**src/rtl/rf_wb_arbiter.sv**
```systemverilog
// rf_wb_arbiter: register-file write-side arbiter. It merges the ALU path and a FIFO-buffered
// mul/div path into one registered write per cycle, and answers per-register busy queries.
`default_nettype none

module rf_wb_arbiter #(
  parameter int DEPTH        = 4,
  parameter int STARVE_LIMIT = 8
) (
  input  logic                     clk,
  input  logic                     rst,
  input  logic                     alu_valid_i,
  input  logic [4:0]               alu_wa_i,
  input  logic [31:0]              alu_wd_i,
  input  logic                     md_valid_i,
  output logic                     md_ready_o,
  input  logic [4:0]               md_wa_i,
  input  logic [31:0]              md_wd_i,
  input  logic [4:0]               chk_ra_i,
  output logic                     busy_o,
  output logic                     alu_stall_o,
  output logic                     RegWrite_o,
  output logic [4:0]               wa_o,
  output logic [31:0]              wd_o,
  output logic [$clog2(DEPTH):0]   count_o,
  output logic                     err_o
);

  localparam int PW = $clog2(DEPTH);
  localparam int CW = PW + 1;
  localparam int SW = $clog2(STARVE_LIMIT + 1);

  logic [4:0]    wa_mem_q [DEPTH];
  logic [4:0]    wa_mem_d [DEPTH];
  logic [31:0]   wd_mem_q [DEPTH];
  logic [31:0]   wd_mem_d [DEPTH];
  logic [PW-1:0] rd_ptr_q, rd_ptr_d, wr_ptr_q, wr_ptr_d;
  logic [CW-1:0] count_q, count_d;
  logic [SW-1:0] starve_q, starve_d;
  logic          regwrite_q, regwrite_d;
  logic [4:0]    wa_q, wa_d;
  logic [31:0]   wd_q, wd_d;
  logic          err_q, err_d;

  logic fifo_empty, push, pop, alu_eff;

  assign fifo_empty  = (count_q == '0);
  assign md_ready_o  = (count_q < CW'(DEPTH));
  assign push        = md_valid_i && md_ready_o && (md_wa_i != 5'd0);
  assign alu_eff     = alu_valid_i && (alu_wa_i != 5'd0);
  assign alu_stall_o = (starve_q == SW'(STARVE_LIMIT)) && !fifo_empty;

  // Output stage priority: forced drain, then ALU, then opportunistic drain.
  always_comb begin
    regwrite_d = 1'b0;
    wa_d       = wa_q;
    wd_d       = wd_q;
    pop        = 1'b0;
    if (alu_stall_o) begin
      pop        = 1'b1;
      regwrite_d = 1'b1;
      wa_d       = wa_mem_q[rd_ptr_q];
      wd_d       = wd_mem_q[rd_ptr_q];
    end else if (alu_eff) begin
      regwrite_d = 1'b1;
      wa_d       = alu_wa_i;
      wd_d       = alu_wd_i;
    end else if (!fifo_empty) begin
      pop        = 1'b1;
      regwrite_d = 1'b1;
      wa_d       = wa_mem_q[rd_ptr_q];
      wd_d       = wd_mem_q[rd_ptr_q];
    end
  end

  always_comb begin
    wa_mem_d = wa_mem_q;
    wd_mem_d = wd_mem_q;
    wr_ptr_d = wr_ptr_q;
    rd_ptr_d = rd_ptr_q;
    if (push) begin
      wa_mem_d[wr_ptr_q] = md_wa_i;
      wd_mem_d[wr_ptr_q] = md_wd_i;
      wr_ptr_d           = wr_ptr_q + 1'b1;
    end
    if (pop) begin
      rd_ptr_d = rd_ptr_q + 1'b1;
    end
    count_d = count_q + CW'(push) - CW'(pop);
  end

  // The counter only advances on cycles where a waiting FIFO entry loses to the ALU.
  always_comb begin
    starve_d = starve_q;
    if (pop || fifo_empty) begin
      starve_d = '0;
    end else if (alu_eff && (starve_q != SW'(STARVE_LIMIT))) begin
      starve_d = starve_q + 1'b1;
    end
    err_d = err_q || (alu_valid_i && alu_stall_o);
  end

  always_comb begin
    busy_o = 1'b0;
    if (chk_ra_i != 5'd0) begin
      if (regwrite_q && (wa_q == chk_ra_i)) begin
        busy_o = 1'b1;
      end
      for (int i = 0; i < DEPTH; i++) begin
        if ((i < int'(count_q)) && (wa_mem_q[rd_ptr_q + PW'(i)] == chk_ra_i)) begin
          busy_o = 1'b1;
        end
      end
    end
  end

  always_ff @(posedge clk) begin
    if (rst) begin
      for (int i = 0; i < DEPTH; i++) begin
        wa_mem_q[i] <= '0;
        wd_mem_q[i] <= '0;
      end
      rd_ptr_q   <= '0;
      wr_ptr_q   <= '0;
      count_q    <= '0;
      starve_q   <= '0;
      regwrite_q <= 1'b0;
      wa_q       <= '0;
      wd_q       <= '0;
      err_q      <= 1'b0;
    end else begin
      wa_mem_q   <= wa_mem_d;
      wd_mem_q   <= wd_mem_d;
      rd_ptr_q   <= rd_ptr_d;
      wr_ptr_q   <= wr_ptr_d;
      count_q    <= count_d;
      starve_q   <= starve_d;
      regwrite_q <= regwrite_d;
      wa_q       <= wa_d;
      wd_q       <= wd_d;
      err_q      <= err_d;
    end
  end

  assign RegWrite_o = regwrite_q;
  assign wa_o       = wa_q;
  assign wd_o       = wd_q;
  assign count_o    = count_q;
  assign err_o      = err_q;

endmodule

`default_nettype wire

```
**config.mk**
```make
export PLATFORM = sky130hd
export DESIGN_NAME = rf_wb_arbiter
export DESIGN_NICKNAME = d
export VERILOG_FILES = /design/src/rtl/rf_wb_arbiter.sv
export SDC_FILE = /design/constraint.sdc
export NUM_CORES = 1
export LEC_CHECK = 0
export ABC_AREA = 1
export ABC_CLOCK_PERIOD_IN_PS = 2300
export CAP_MARGIN = 0
export CORE_ASPECT_RATIO = 1.4
export CORE_MARGIN = 10
export CORE_UTILIZATION = 40
export DETAILED_ROUTE_END_ITERATION = 8
export SKIP_LAST_GASP = 1
export SYNTH_ARGS = -nofsm -noshare
export SYNTH_HDL_FRONTEND = slang
export SYNTH_SLANG_ARGS = --single-unit
```
**constraint.sdc**
```tcl
create_clock -name clk -period 2.3 [get_ports clk]
set_input_delay 0.46 -clock clk [delete_from_list [all_inputs] [get_ports clk]]
set_output_delay 0.46 -clock clk [all_outputs]
set_load 0.02 [all_outputs]
```
## Word-level counts from Yosys, hierarchy flattened

Cells that the tools add are included.
Widths: inputs -> output; s select.

- Word-level logic and storage cells: 105
- Register bits after elaboration: 198

- Bitwise operators: 5
- Reduce and logical (&&, ||, !) cells: 20
- Eq/ne operators: 8
- $lt $le $gt $ge: 11
- Mux-type cells: 38
- $add $sub $neg: 7

Operator list:

| operator | number |
|---|---|
| $mux 32 | 6 |
| $bwmux 128 | 1 |
| $bmux 32 s2 | 1 |
| $demux 32 s2 | 1 |
| $mux 5 | 12 |
| $bmux 5 s2 | 4 |
| $eq 5x5->1 | 5 |
| $bwmux 20 | 1 |
| $ge 3x3->1 const B | 5 |
| $not 2->3 | 5 |
| $reduce_bool 5->1 | 3 |
| $logic_and 1x1->1 | 12 |
| $mux 1 | 11 |
| $demux 5 s2 | 1 |
| $lt 1x3->1 const A | 2 |
| $lt 2x3->1 const A | 2 |
| $add 2x1->2 const B | 2 |
| $add 2x2->2 const B | 2 |
| $add 4x1->4 const B | 1 |
| $eq 4x4->1 const B | 1 |
| $ne 4x4->1 const B | 1 |
| $add 3x1->3 | 1 |
| $logic_not 3->1 | 1 |
| $lt 3x1->1 const B | 1 |
| other kinds (6) | 7 |

## Longest topological paths before layout

- Depth in word-level cells: 11
- Gate-level depth with buffers: 14

## Worst setup path before layout

No wires, ideal clock.

- Kind: input -> register
- Start: input alu_wa_i[2]
- End: register count_q[2] (netlist: count_o[2])
- Path buffers: 0
- Library setup time: 0.128 ns
- Slack: 0.042 ns
- Arrival time: 2.130 ns
- Required time: 2.172 ns
- Cell stages on the path: 12
- Cells stage by stage: nor3_1 > nand3_2 > nand2_2 > nand2_1 > nand2_2 > ha_1 > inv_1 > ha_1 > inv_1 > fa_1 > xnor2_1 > nor2_1

- Word-level cells in the longest chain between the ends: 5

Ends and longest elaborated chain:

| item | RTL line | text |
|---|---|---|
| from (decl) | 12 | `input logic [4:0] alu_wa_i,` |
| $reduce_bool 5->1 | 49 | `assign alu_eff = alu_valid_i && (alu_wa_i != 5'd0);` |
| $logic_and 1x1->1 | 49 |  |
| $mux 1 | 63 | `end else if (alu_eff) begin` |
| $mux 1 | 58 | `if (alu_stall_o) begin` |
| named net pop | 44 | `logic fifo_empty, push, pop, alu_eff;` |
| $sub 3x1->3 | 88 | `count_d = count_q + CW'(push) - CW'(pop);` |
| to (signal assigned) | 135 | `count_q <= count_d;` |
| to (decl) | 37 | `logic [CW-1:0] count_q, count_d;` |

The timed path passes the listed nets, and every way through them passes these cells.
A chain may end at the register's enable or synchronous reset.

## Final worst setup path

- Start: register rd_ptr_q[0]
- End: output busy_o

- Word-level cells in the longest chain between the ends: 11
- Elaborated cells between the ends (all ways): 32
- Those cells by class: add/sub: 3; eq/ne: 4; mux: 17; bitwise: 4; reduce/logical: 4

Ends and longest elaborated chain:

| item | RTL line | text |
|---|---|---|
| from (decl) | 36 | `logic [PW-1:0] rd_ptr_q, rd_ptr_d, wr_ptr_q, wr_ptr_d;` |
| from (signal assigned) | 133 | `rd_ptr_q <= rd_ptr_d;` |
| $add 2x1->2 or $not 2->3 (tied branches) | 109 | `if ((i < int'(count_q)) && (wa_mem_q[rd_ptr_q + PW'(i)] == chk_ra_i)) begin` |
| $not 2->3 (not written as such) or $bmux 5 s2 (tied branches) | 109 |  |
| $bmux 5 s2 or $mux 5 (tied branches) | 109 |  |
| $mux 5 (not written as such) | 109 |  |
| $mux 5 (not written as such) or $eq 5x5->1 (tied branches) | 109 |  |
| $eq 5x5->1 or $logic_and 1x1->1 (tied branches) | 109 |  |
| $logic_and 1x1->1 or $mux 1 (tied branches) | 109 |  |
| $mux 1 (2 in a row) | 109 |  |
| $mux 1 (*) | 109 |  |
| $mux 1 (*) | 104 | `if (chk_ra_i != 5'd0) begin` |
| to (decl) | 19 | `output logic busy_o,` |

Mark *: on every way between the ends. The rest lies on a longest branch, timed or not. The select of a mux whose other input is x is not followed.

==> summary.txt <==
Cells and area
  • N_diodes: 0
  • Commonest non-fill, non-tap cell in the layout: nand2_1
  • Most frequent cells in the layout: 235 x nand2_1, 196 x dfxtp_1, 193 x a21oi_1
  • Share of layout cells above drive strength 1: 11.7%
  • Final net count: 1533
  • Area growth from synthesis to layout: 32.4%
  • Filler cells: 2220

Clock network
  • Clock Latency Late Sink: 440 ps
  • CTS Root Cell: clkbuf_16
  • CTS H-tree depth: 4
  • CTS Hold Buffers Added: 0
  • CTS tree: done
  • CTS buffer count: 17
  • Clock Path Buffers: 2
  • Post CTS Setup Buffer Count: 0
  • Clk slew on worst S/H paths: 70 ps
  • Clock sinks: 198

Power
  • Leakage power total: 4.84 nW
  • Pwr Density: 972 mW/mm^2
  • Peak supply drop: 0.604 mV

Job
  • Max cap viols: 0

Die
  • Die Y: 199 um
  • Die X: 148 um
  • Initial Utilization: 40.5%
  • Core area: 0.0225 mm^2
  • Cell Rows: 65
  • Die area: 0.0293 mm^2
  • # IOs: 128

Run status
  • Outcome: finished, violations left
  • Failing checks: setup timing

Detailed routing
  • Drt total wl: 28700 um
  • Initial DRT Pass Iterations: 5
  • Vias per cell: 5.05
  • Iter 0 DRT Violations: 420
  • Final ANT Viol Nets: 0
  • Vias: 8832
  • DRC: 0
  • WL/cell: 16.4 um

Worst setup path
  • Crit-path leading delay family: simple AND/OR/NAND/NOR gates
  • Critical Path RT: 1840 ps
  • Crit-path max FO: 7
  • Critical path launch point type: flop
  • Crit-path slowest cell: dfxtp_4
  • Most common cell on crit path: nand2_1
  • Slowest cell delay on critical path: 450 ps
  • Worst path cell trace: inv_8 > nand2_4 > nand2_4 > clkbuf_16 > nand2_2 > nand3_2 > nand2_1 > nand2_1 > nor2_2 > nand2_1 > nand2_1 > nand2_1 > a21oi_2 > buf_6
  • CP bufs+invs: 3
  • Critical path type: reg2out
  • Worst Path Arrival: 2110 ps
  • Reg2Reg Setup Slack: 230 ps
  • Crit path capture type: output port

Timing
  • Worst-Margin Slew: 726 ps
  • Final Cycle Share: 112%
  • Achievable clock frequency: 389 MHz
  • Final hold vios: 0
  • Slew Viols, Final: 0
  • Final Skew: 10.6 ps
  • Final worst setup slack: -270 ps
  • Slew headroom: 51.6%
  • Tmin final: 2570 ps
  • Setup TNS: -270 ps
  • Final setup fails: 1
  • Unrepaired setup endpoints after global routing: yes

Global route
  • Largest net degree at the start of global routing: 57
  • First-pass GRT wire length: 45600 um
  • GRT Resource Usage Total: 19.4%
  • Antenna violations before repair: 0
  • Vias in the first global route: 8603
  • Grt ovf: 0

Yosys
  • Mapped Area: 0.00913 mm^2
  • Avg Inst Size Synth: 7.06 um^2
  • Syn Inst Count: 1293
  • Yosys reg bits: 198
  • Syn_nets: 1387
  • Seq/Total Area, Yosys: 43.4%
  • Ys Warns: 0
  • Cell variety after synth: 27

Hold path
  • Hold WC Path Type: reg2reg

Placed design
  • HPWL after DPL: 19100 um
  • DP Worst Slack: -584 ps
  • Port Buffers: 127
  • Final GP Congestion: 0.855
where the power goes:
part	total, W	switching, W	leakage [nW]	internal (W)
sequential	0.00416	0.000254	1.62	0.00391
combinational	0.00440	0.00255	2.93	0.00185
clock	0.00317	0.00128	0.297	0.00189
total	0.0117	0.00409	4.84	0.00765
metrics by stage:
step	hold slack (ps)	std cells	util [%]	power [W]	area, um^2
2_1_floorplan	430	1293	-	0.00655	9130
3_3_place_gp	436	1717	49.9	0.00833	11200
3_5_place_dp	442	1717	49.9	0.00837	11200
4_1_cts	452	1746	52.7	0.0116	11900
5_1_grt	470	1750	53.6	0.0124	12100
6_report	452	1750	53.6	0.0117	12100
worst reg2reg max path, cell delays in order (launching register included):
cell and delay (ps):
dfxtp_1 380, inv_1 60, ha_1 180, nand2_1 60
nor2_1 40, nand2_1 90, nand2_2 70, ha_1 260
inv_1 50, ha_1 130, inv_1 50, fa_2 510
nor2_1 40
cells in the mapped netlist:
| master | instances | area (um^2) |
|---|---|---|
| a211oi_1 | 1 | 7.51 |
| a21oi_1 | 195 | 976 |
| a221oi_1 | 1 | 8.76 |
| buf_1 | 6 | 22.5 |
| buf_2 | 31 | 155 |
| buf_4 | 5 | 37.5 |
| buf_6 | 3 | 33.8 |
| clkbuf_1 | 44 | 165 |
| dfxtp_1 | 198 | 3960 |
| fa_1 | 1 | 20.0 |
| ha_1 | 10 | 125 |
| inv_1 | 168 | 631 |
| inv_2 | 4 | 15.0 |
| nand2_1 | 255 | 957 |
| nand2_2 | 5 | 31.3 |
| nand3_1 | 84 | 420 |
| nand3_2 | 1 | 10.0 |
| nand4_1 | 1 | 6.26 |
| nor2_1 | 26 | 97.6 |
| nor2_2 | 1 | 6.26 |
| nor3_1 | 2 | 10.0 |
| nor4_1 | 1 | 6.26 |
| o21ai_0 | 152 | 761 |
| o22ai_1 | 64 | 400 |
| o31ai_1 | 31 | 233 |
| xnor2_1 | 2 | 17.5 |
| xor2_1 | 1 | 8.76 |
cell families after synthesis:
family,count (synthesis),share of synthesized area [%]
AO/OA/AOI/OAI,444,26.1
flip-flops,198,43.4
AND/OR/NAND/NOR,376,16.9
adder cells (fa/ha/maj),11,1.59
XOR/XNOR,3,0.288
buffers and inverters,261,11.6
flip-flops by register name, indices dropped and copies added, names as in the netlist:
register / count
wr_ptr_q: 2
wd_mem_q: 128
wa_o: 5
RegWrite_o: 1
wd_o: 32
count_o: 3
wa_mem_q: 20
err_o: 1
starve_q: 4
rd_ptr_q: 2
routing by layer:
metal  global-route usage, %  up-vias  part of all wire (%)
met3                    3.16       40                   3.4
met5                       0        -                     0
met4                    7.65        0                   2.5
li1                        -     4587                     -
met1                    22.9     4042                    43
met2                    34.3      163                    51
cell type report:
class	instances	area, um^2	share of cell area, %
sequential	198	3970	32.8
clock buffer	21	470	3.89
multi-input combinational	834	4230	35.0
timing repair buffer	216	2230	18.5
tap	301	377	3.12
clock inverter	8	149	1.23
inverter	172	653	5.40
timing repair:
item,4_1_cts,5_1_grt
pin swaps,2,17
resized for setup,14,36
cloned,0,4
setup endpoints to repair,2,4
final timing paths:
check / start / end / depth (start not counted)
max: rd_ptr_q[0] / busy_o / 14
max reg2reg: starve_q[0] / count_o[1] / 12
min reg2reg: wd_mem_q[36] / wd_mem_q[36] / 2
min: wd_mem_q[36] / wd_mem_q[36] / 2
No activity file was read; power rests on OpenSTA's default activity.
